$ cat config.mk
export PLATFORM = sky130hd
export DESIGN_NAME = uart_tx_arbiter
export DESIGN_NICKNAME = d
export VERILOG_FILES = /design/src/rtl/uart_pkg.sv /design/src/rtl/uart_rr_arb2.sv /design/src/rtl/uart_tx_arbiter.sv
export SDC_FILE = /design/constraint.sdc
export NUM_CORES = 1
export LEC_CHECK = 0
export CORE_MARGIN = 5
export CORE_UTILIZATION = 57
export CTS_BUF_LIST = sky130_fd_sc_hd__clkbuf_4 sky130_fd_sc_hd__clkbuf_8
export CTS_CLUSTER_SIZE = 24
export DETAILED_ROUTE_END_ITERATION = 7
export PLACE_DENSITY = 0.87
export SLEW_MARGIN = 10
export SYNTH_ARGS = -nofsm -noshare
export SYNTH_HDL_FRONTEND = slang
export SYNTH_SLANG_ARGS = --single-unit
$ cat constraint.sdc
create_clock -name sysclk -period 3.27 [get_ports sysclk]
set_input_delay 0.654 -clock sysclk [delete_from_list [all_inputs] [get_ports sysclk]]
set_output_delay 0.654 -clock sysclk [all_outputs]
set_load 0.01 [all_outputs]
$ cat src/rtl/uart_pkg.sv
// Shared frame constants and FSM state type for the two-requester UART transmitter.
package uart_pkg;

    typedef enum logic [1:0] {
        IDLE  = 2'd0,
        START = 2'd1,
        DATA  = 2'd2,
        STOP  = 2'd3
    } state_t;

    localparam int   OVERSAMPLE = 16;
    localparam int   DATA_BITS  = 8;
    localparam logic START_BIT  = 1'b0;
    localparam logic STOP_BIT   = 1'b1;

endpackage

$ cat src/rtl/uart_rr_arb2.sv
// Two-way round-robin arbiter: picks a winner when enabled; the history bit lives in the caller.
module uart_rr_arb2 (
    input  logic       i_valid0,
    input  logic       i_valid1,
    input  logic       i_last_grant,
    input  logic       i_enable,
    output logic [1:0] o_grant,
    output logic       o_winner
);

    always_comb begin
        o_grant  = 2'b00;
        o_winner = 1'b0;
        if (i_enable) begin
            if (i_valid0 && i_valid1) begin
                // Contention goes to whoever did not win last time.
                o_winner = ~i_last_grant;
                o_grant  = i_last_grant ? 2'b01 : 2'b10;
            end else if (i_valid0) begin
                o_grant = 2'b01;
            end else if (i_valid1) begin
                o_winner = 1'b1;
                o_grant  = 2'b10;
            end
        end
    end

endmodule

$ cat src/rtl/uart_tx_arbiter.sv
// Round-robin shared 8N1 UART transmitter for two byte requesters, timed by a 16x baud tick.
module uart_tx_arbiter
    import uart_pkg::*;
#(
    parameter int OVERSAMPLE = uart_pkg::OVERSAMPLE,
    parameter int DATA_BITS  = uart_pkg::DATA_BITS,
    parameter int CNT_W      = 4
) (
    input  logic                 sysclk,
    input  logic                 reset,
    input  logic                 brclk,
    input  logic                 req0_valid,
    input  logic [DATA_BITS-1:0] req0_data,
    output logic                 req0_ack,
    input  logic                 req1_valid,
    input  logic [DATA_BITS-1:0] req1_data,
    output logic                 req1_ack,
    output logic                 txd,
    output logic                 busy,
    output logic                 grant_id,
    output logic                 tx_done
);

    localparam int               IDX_W    = (DATA_BITS > 1) ? $clog2(DATA_BITS) : 1;
    localparam logic [CNT_W-1:0] CNT_LAST = CNT_W'(OVERSAMPLE - 1);
    localparam logic [IDX_W-1:0] IDX_LAST = IDX_W'(DATA_BITS - 1);

    state_t               r_state, w_state_next;
    logic [CNT_W-1:0]     r_cnt, w_cnt_next;
    logic [IDX_W-1:0]     r_idx, w_idx_next;
    logic [DATA_BITS-1:0] r_shift, w_shift_next;
    logic                 r_txd, w_txd_next;
    logic                 r_done, w_done_next;
    logic                 r_ack0, r_ack1, r_grant_id, r_last_grant, r_brclk_q;
    logic                 w_tick, w_adv, w_load, w_winner;
    logic [1:0]           w_grant;

    assign w_tick = brclk & ~r_brclk_q;
    assign w_adv  = w_tick && (r_cnt == CNT_LAST);
    assign w_load = |w_grant;

    uart_rr_arb2 u_arb (
        .i_valid0     (req0_valid),
        .i_valid1     (req1_valid),
        .i_last_grant (r_last_grant),
        .i_enable     (r_state == IDLE),
        .o_grant      (w_grant),
        .o_winner     (w_winner)
    );

    always_ff @(posedge sysclk or posedge reset) begin
        if (reset) begin
            r_state <= IDLE;
        end else begin
            r_state <= w_state_next;
        end
    end

    always_comb begin
        w_state_next = r_state;
        case (r_state)
            IDLE:    if (w_load) w_state_next = START;
            START:   if (w_adv) w_state_next = DATA;
            DATA:    if (w_adv && (r_idx == IDX_LAST)) w_state_next = STOP;
            STOP:    if (w_adv) w_state_next = IDLE;
            default: w_state_next = IDLE;
        endcase
    end

    always_comb begin
        w_cnt_next   = r_cnt;
        w_idx_next   = r_idx;
        w_shift_next = r_shift;
        w_txd_next   = r_txd;
        w_done_next  = 1'b0;
        if (r_state == IDLE) begin
            // A grant starts the start bit immediately, without waiting for a tick.
            if (w_load) begin
                w_shift_next = w_winner ? req1_data : req0_data;
                w_txd_next   = START_BIT;
                w_cnt_next   = '0;
            end
        end else if (w_tick) begin
            w_cnt_next = w_adv ? '0 : r_cnt + CNT_W'(1);
            if (w_adv) begin
                case (r_state)
                    START: begin
                        w_txd_next = r_shift[0];
                        w_idx_next = '0;
                    end
                    DATA: begin
                        if (r_idx == IDX_LAST) begin
                            w_txd_next = STOP_BIT;
                        end else begin
                            w_shift_next = r_shift >> 1;
                            w_txd_next   = r_shift[1];
                            w_idx_next   = r_idx + IDX_W'(1);
                        end
                    end
                    STOP:    w_done_next = 1'b1;
                    default: w_done_next = 1'b0;
                endcase
            end
        end
    end

    always_ff @(posedge sysclk or posedge reset) begin
        if (reset) begin
            r_cnt        <= '0;
            r_idx        <= '0;
            r_shift      <= '0;
            r_txd        <= STOP_BIT;
            r_done       <= 1'b0;
            r_ack0       <= 1'b0;
            r_ack1       <= 1'b0;
            r_grant_id   <= 1'b0;
            r_last_grant <= 1'b1;
            r_brclk_q    <= 1'b0;
        end else begin
            r_cnt     <= w_cnt_next;
            r_idx     <= w_idx_next;
            r_shift   <= w_shift_next;
            r_txd     <= w_txd_next;
            r_done    <= w_done_next;
            r_ack0    <= w_grant[0];
            r_ack1    <= w_grant[1];
            r_brclk_q <= brclk;
            if (w_load) begin
                r_grant_id   <= w_winner;
                r_last_grant <= w_winner;
            end
        end
    end

    assign req0_ack = r_ack0;
    assign req1_ack = r_ack1;
    assign txd      = r_txd;
    assign busy     = (r_state != IDLE);
    assign grant_id = r_grant_id;
    assign tx_done  = r_done;

endmodule
==> results.cfg, run 1 <==
[grt]
grt_pass1_wl_um = 5000
grt-ovfl-total = 0
grt_usage = 0.188
grt_max_degree = 25
grt_pass1_vias = 1141
antenna_found_initial = 0

[finish]
syn_to_final_growth_pct = 22.8
fill_cells = 176
final_cell_mix = clkdlybuf4s50_1, nor2_1, dfrtp_1
fin_nets = 189
final_common_cell = clkdlybuf4s50_1
diodes = 0
seqCellArea_um2 = 603
layout-drive-gt1-share = 0.113
multi_input_area_um2 = 664

[die]
io-pin-count = 27
chipWidth_um = 58.4
rows = 17
die-area_mm2 = 0.00340
fp.dieH_um = 58.4
core_area_mm2 = 0.00221
initial_core_util = 0.602

[clocking]
cts_buffers = 3
htreeDepth = 1
cts_setup_buffers = 0
hold_buffers = 0
cts-root-buf = clkbuf_4
clkTransAtPathRegs_ns = 0.13
post_cts_resized = 0
clock-sinks = 24
clockBufferDepth = 2
clk_latency_ns = 0.32
cts_tree = done

[hold_path]
hp-start = r_last_grant$_DFFE_PP1P_
min_to = r_last_grant$_DFFE_PP1P_
hold_class = register to register
hold_depth = 2

[detailed_routing]
viasPerCell = 5.88
wl_um = 2900
vias = 1099
drcViolationCount = 0
detail-route-antenna-nets = 0
wl_per_cell_um = 15.5
drtIter0Drc = 20
firstDrtPassIters = 4

[synth]
yosysTopAreaCellShare = 0.413
yosysSeqAreaShare = 0.453
yosys_warnings = 0
synth_area_leaders = dfrtp_1, a221oi_2, ha_1, nor2_1, dfstp_2
yosys.area.top_type = dfrtp_1
syn_avg_cell_area_um2 = 10.0
syn-num-nets = 162
syn_area_mm2 = 0.00133
ys_ff_latch = 24
syn_inst = 133
synthDistinctLibCells = 37

[worst_setup_path]
r2r_end = r_shift[1]$_DFFE_PP0P_
cp_cell_sequence = inv_1, ha_1, buf_4, inv_1, clkdlybuf4s50_1
required_ns = 2.62
rr_worst_depth = 6
worstPathMaxFanout = 18
end_kind = output port
arrival_ns = 1.93
startpoint = r_state[0]$_DFFE_PP0P_
rrSetupSlack_ns = 1.29
cp_slowest_cell = clkdlybuf4s50_1
rr_startpoint = r_state[0]$_DFFE_PP0P_
crit_top_cell = inv_1
startpoint_type = register
worstSetupPathType = register to output port
critPathMaxStageDelay_ns = 0.54

[sta]
grt_setup_unrepaired = no
hold_viol_final = 0
timing.final.ws_setup_ns = 0.684
setup_violations = 0
fin_worst_skew_ns = 0.00125
fin_crit_ns = 2.59
fmax_ghz = 0.387
whs_ns = 0.507
worst_pin_slew_ns = 0.920
maxSlewViolCount = 0
final.setup.tns_ns = 0
max_slew_margin = 0.386
finalCritPeriodShare = 0.791

[power_and_ir_drop]
internal-power_mw = 0.568
combPwrFrac = 0.282
power_switching_mw = 0.251
swShare = 0.306
power.total_mw = 0.818
clockPowerShare = 0.196
p_per_area_mw_per_mm2 = 500
power_leakage_nw = 0.730
seq_power_share = 0.521
irDropWorstVdd_uv = 412

[place]
pre_cts_slack_ns = 1.06
dp_hpwl_um = 2220
port-buffer-count = 26
place_congestion = 0.783

[run_status]
status = finished clean

[run]
max-cap-violations = 0
[Yosys cell counts]
cell / instances
a211oi_1: 1
a21o_1: 1
a21oi_1: 3
a221oi_2: 7
a22o_1: 1
a2bb2oi_1: 1
a31o_2: 1
a31oi_1: 1
a32o_1: 1
and2b_1: 1
and3_1: 2
buf_2: 1
buf_6: 2
clkbuf_1: 2
dfrtp_1: 22
dfstp_2: 2
ha_1: 8
inv_1: 8
mux2i_1: 1
nand2_1: 13
nand2b_1: 1
nand3_1: 4
nand3_4: 1
nand4b_1: 1
nor2_1: 22
nor3_1: 1
nor3b_4: 1
nor4_1: 1
o21a_1: 1
o21ai_0: 7
o21ai_1: 1
o21ai_2: 1
o221ai_1: 1
o22ai_1: 7
o2bb2ai_1: 1
o31ai_1: 1
o41ai_1: 2
[worst max-delay path, delay by kind of cell, from the launching register on]
| kind | cells | cell delay, ns |
|---|---|---|
| DFF | 1 | 0.42 |
| buffers and inverters | 4 | 0.97 |
| adders and majority gates | 1 | 0.20 |
[logic make-up after synthesis]
group | count (synthesis) | synth area share
buffers and inverters | 13 | 0.0488
flip-flops | 24 | 0.453
AO/OA/AOI/OAI | 39 | 0.240
AND/OR/NAND/NOR | 48 | 0.176
multiplexers | 1 | 0.00751
adder cells (fa/ha/maj) | 8 | 0.0751
[power groups by stage]
| stage | sequential (mW) | clock [mW] | combinational (mW) |
|---|---|---|---|
| finish | 0.427 | 0.161 | 0.231 |
| global route | 0.437 | 0.179 | 0.263 |
| CTS | 0.426 | 0.163 | 0.232 |
| detailed placement | 0.431 | 0 | 0.233 |
| global placement | 0.426 | 0 | 0.219 |
| floorplan | 0.420 | 0 | 0.165 |
[stage by stage]
stage,std cells,utilization,instance area (µm²)
2_1_floorplan,133,-,1330
3_3_place_gp,183,0.723,1600
3_5_place_dp,183,0.723,1600
4_1_cts,187,0.740,1640
5_1_grt,187,0.740,1640
6_report,187,0.740,1640
[worst max-delay path by stage]
stage | depth (start not counted) | slack (ns) | endpoint
finish | 5 | 0.68 | busy
global route | 5 | 0.61 | busy
CTS | 5 | 0.69 | busy
detailed placement | 5 | 1.06 | r_idx[2]$_DFFE_PP0P_
global placement | 4 | 1.07 | r_cnt[3]$_DFFE_PP0P_
floorplan | 7 | 1.60 | r_shift[0]$_DFFE_PP0P_
[sequential cells by signal, summed over array words and instances (netlist names), 2 cells and up]
register	cells
r_shift	8
r_idx	3
r_state	2
r_cnt	4
[routing by layer]
metal,up-vias,global-route usage,wire length [µm]
met3,5,0.0263,79
li1,539,-,-
met1,538,0.240,1290
met4,0,0.0762,46
met2,17,0.317,1490
met5,-,0,0
[final cells by class]
class                      instances  area share
tap                               28      0.0214
sequential                        24       0.369
clock buffer                       4      0.0222
timing repair buffer              27       0.164
multi-input combinational         96       0.406
inverter                           8      0.0183
No activity file was read; power rests on OpenSTA's default activity.
==> run 2: changes to the inputs <==
CORE_UTILIZATION = 53   (was 57)
PLACE_DENSITY = 0.82   (was 0.87)
clock period = 2.4 ns   (was 3.27 ns; I/O delays follow)
==> run 2 against run 1 <==
Compared with the run above: flip-flop and latch count unchanged; total power up 35%; die area up 6.2%.
==> results.cfg, run 2 (same netlist as run 1, synthesis figures left out) <==
[finish]
final_cell_mix = clkdlybuf4s50_1, nor2_1, dfrtp_1
fin_cells = 192
top_regs = r_shift: 8 flops, r_cnt: 4 flops, r_idx: 3 flops
regMostFlops = r_shift
final_common_cell = clkdlybuf4s50_1
fin_nets = 192
layout-drive-gt1-share = 0.136
fill_cells = 210
multi_input_area_um2 = 667
diodes = 0
syn_to_final_growth_pct = 24.9
largest_reg_flops = 8
final_core_util = 0.684
seqCellArea_um2 = 603
stdcell_area_mm2 = 0.00166

[grt]
grt-ovfl-total = 0
grt_usage = 0.177
grt_pass1_vias = 1175
grt_pass1_wl_um = 4770
grt_max_degree = 25
antenna_found_initial = 0

[clocking]
hold_buffers = 0
post_cts_resized = 0
clk_latency_ns = 0.31
htreeDepth = 1
cts_buffers = 3
clkTransAtPathRegs_ns = 0.14
clockBufferDepth = 2
clock-sinks = 24
cts_tree = done
cts-root-buf = clkbuf_4
cts_setup_buffers = 0

[detailed_routing]
vias = 1119
drcViolationCount = 0
drtIter0Drc = 40
wl_um = 2890
firstDrtPassIters = 4
viasPerCell = 5.83
detail-route-antenna-nets = 0
wl_per_cell_um = 15.1

[run_status]
status = finished clean

[sta]
setup_violations = 0
max_slew_margin = 0.663
grt_setup_unrepaired = no
timing.final.ws_setup_ns = 0.147
maxSlewViolCount = 0
fmax_ghz = 0.444
whs_ns = 0.492
fin_worst_skew_ns = 0.00727
hold_viol_final = 0
finalCritPeriodShare = 0.939
fin_crit_ns = 2.25
worst_pin_slew_ns = 0.502
final.setup.tns_ns = 0

[die]
initial_core_util = 0.548
chipWidth_um = 60.1
fp.dieH_um = 60.1
rows = 18
core_area_mm2 = 0.00243
io-pin-count = 27
die-area_mm2 = 0.00362

[power_and_ir_drop]
irDropWorstVdd_uv = 407
power_leakage_nw = 0.745
p_per_area_mw_per_mm2 = 665
power.total_mw = 1.11

[place]
placed_area_mm2 = 0.00163
dp_hpwl_um = 2190
place_congestion = 0.736
pre_cts_slack_ns = 0.400
port-buffer-count = 26
dp.cells = 188

[worst_setup_path]
cp_slowest_cell = clkdlybuf4s50_1
end_kind = output port
crit_top_cell = inv_1
rrSetupSlack_ns = 0.51
required_ns = 1.92
worstSetupPathType = register to output port
critPathTopFamily = buffers and inverters
worstPathMaxFanout = 7
startpoint_type = register
critPathMaxStageDelay_ns = 0.48
crit_buf_inv = 3
cp_cell_sequence = inv_1, ha_2, inv_1, clkdlybuf4s50_1
arrival_ns = 1.77

[run]
max-cap-violations = 0

[hold_path]
hold_class = register to register
==> run 2: layer usage <==
layer  track usage  vias up  part of all wire
met2         0.336       27              0.52
met5             0        -                 0
met4        0.0791        0             0.012
met3        0.0281        4             0.037
met1         0.186      543              0.43
li1              -      545                 -
==> run 2: tightest hold or removal path, stage by stage, from the launching register on <==
cell	delay [ns]
dfrtp_1	0.37
nand2_1	0.05
nand2_1	0.05
==> run 2: area by class of cell <==
type                    instances  area share
multi-input cells              96       0.401
repair buffers                 30       0.174
well taps                      30      0.0226
flip-flops and latches         24       0.362
clock buffers                   4      0.0218
inverters                       8      0.0180
==> run 2: report_power, final <==
| part | total [mW] | switching, mW | internal, mW | leakage, nW |
|---|---|---|---|---|
| Clock | 0.214 | 0.121 | 0.0926 | 0.0210 |
| Sequential | 0.581 | 0.0709 | 0.510 | 0.296 |
| Combinational | 0.312 | 0.139 | 0.172 | 0.428 |
==> run 2: path summary, 6_finish.rpt <==
path	startpoint	end	depth (start not counted)
max	r_state[1]$_DFFE_PP0P_	busy	4
max in group asynchronous	reset	txd$_DFFE_PP1P_	3
min	grant_id$_DFFE_PP0P_	grant_id$_DFFE_PP0P_	2
max reg2reg	r_state[1]$_DFFE_PP0P_	r_cnt[3]$_DFFE_PP0P_	7
min reg2reg	grant_id$_DFFE_PP0P_	grant_id$_DFFE_PP0P_	2
min in group asynchronous	reset	r_shift[5]$_DFFE_PP0P_	3
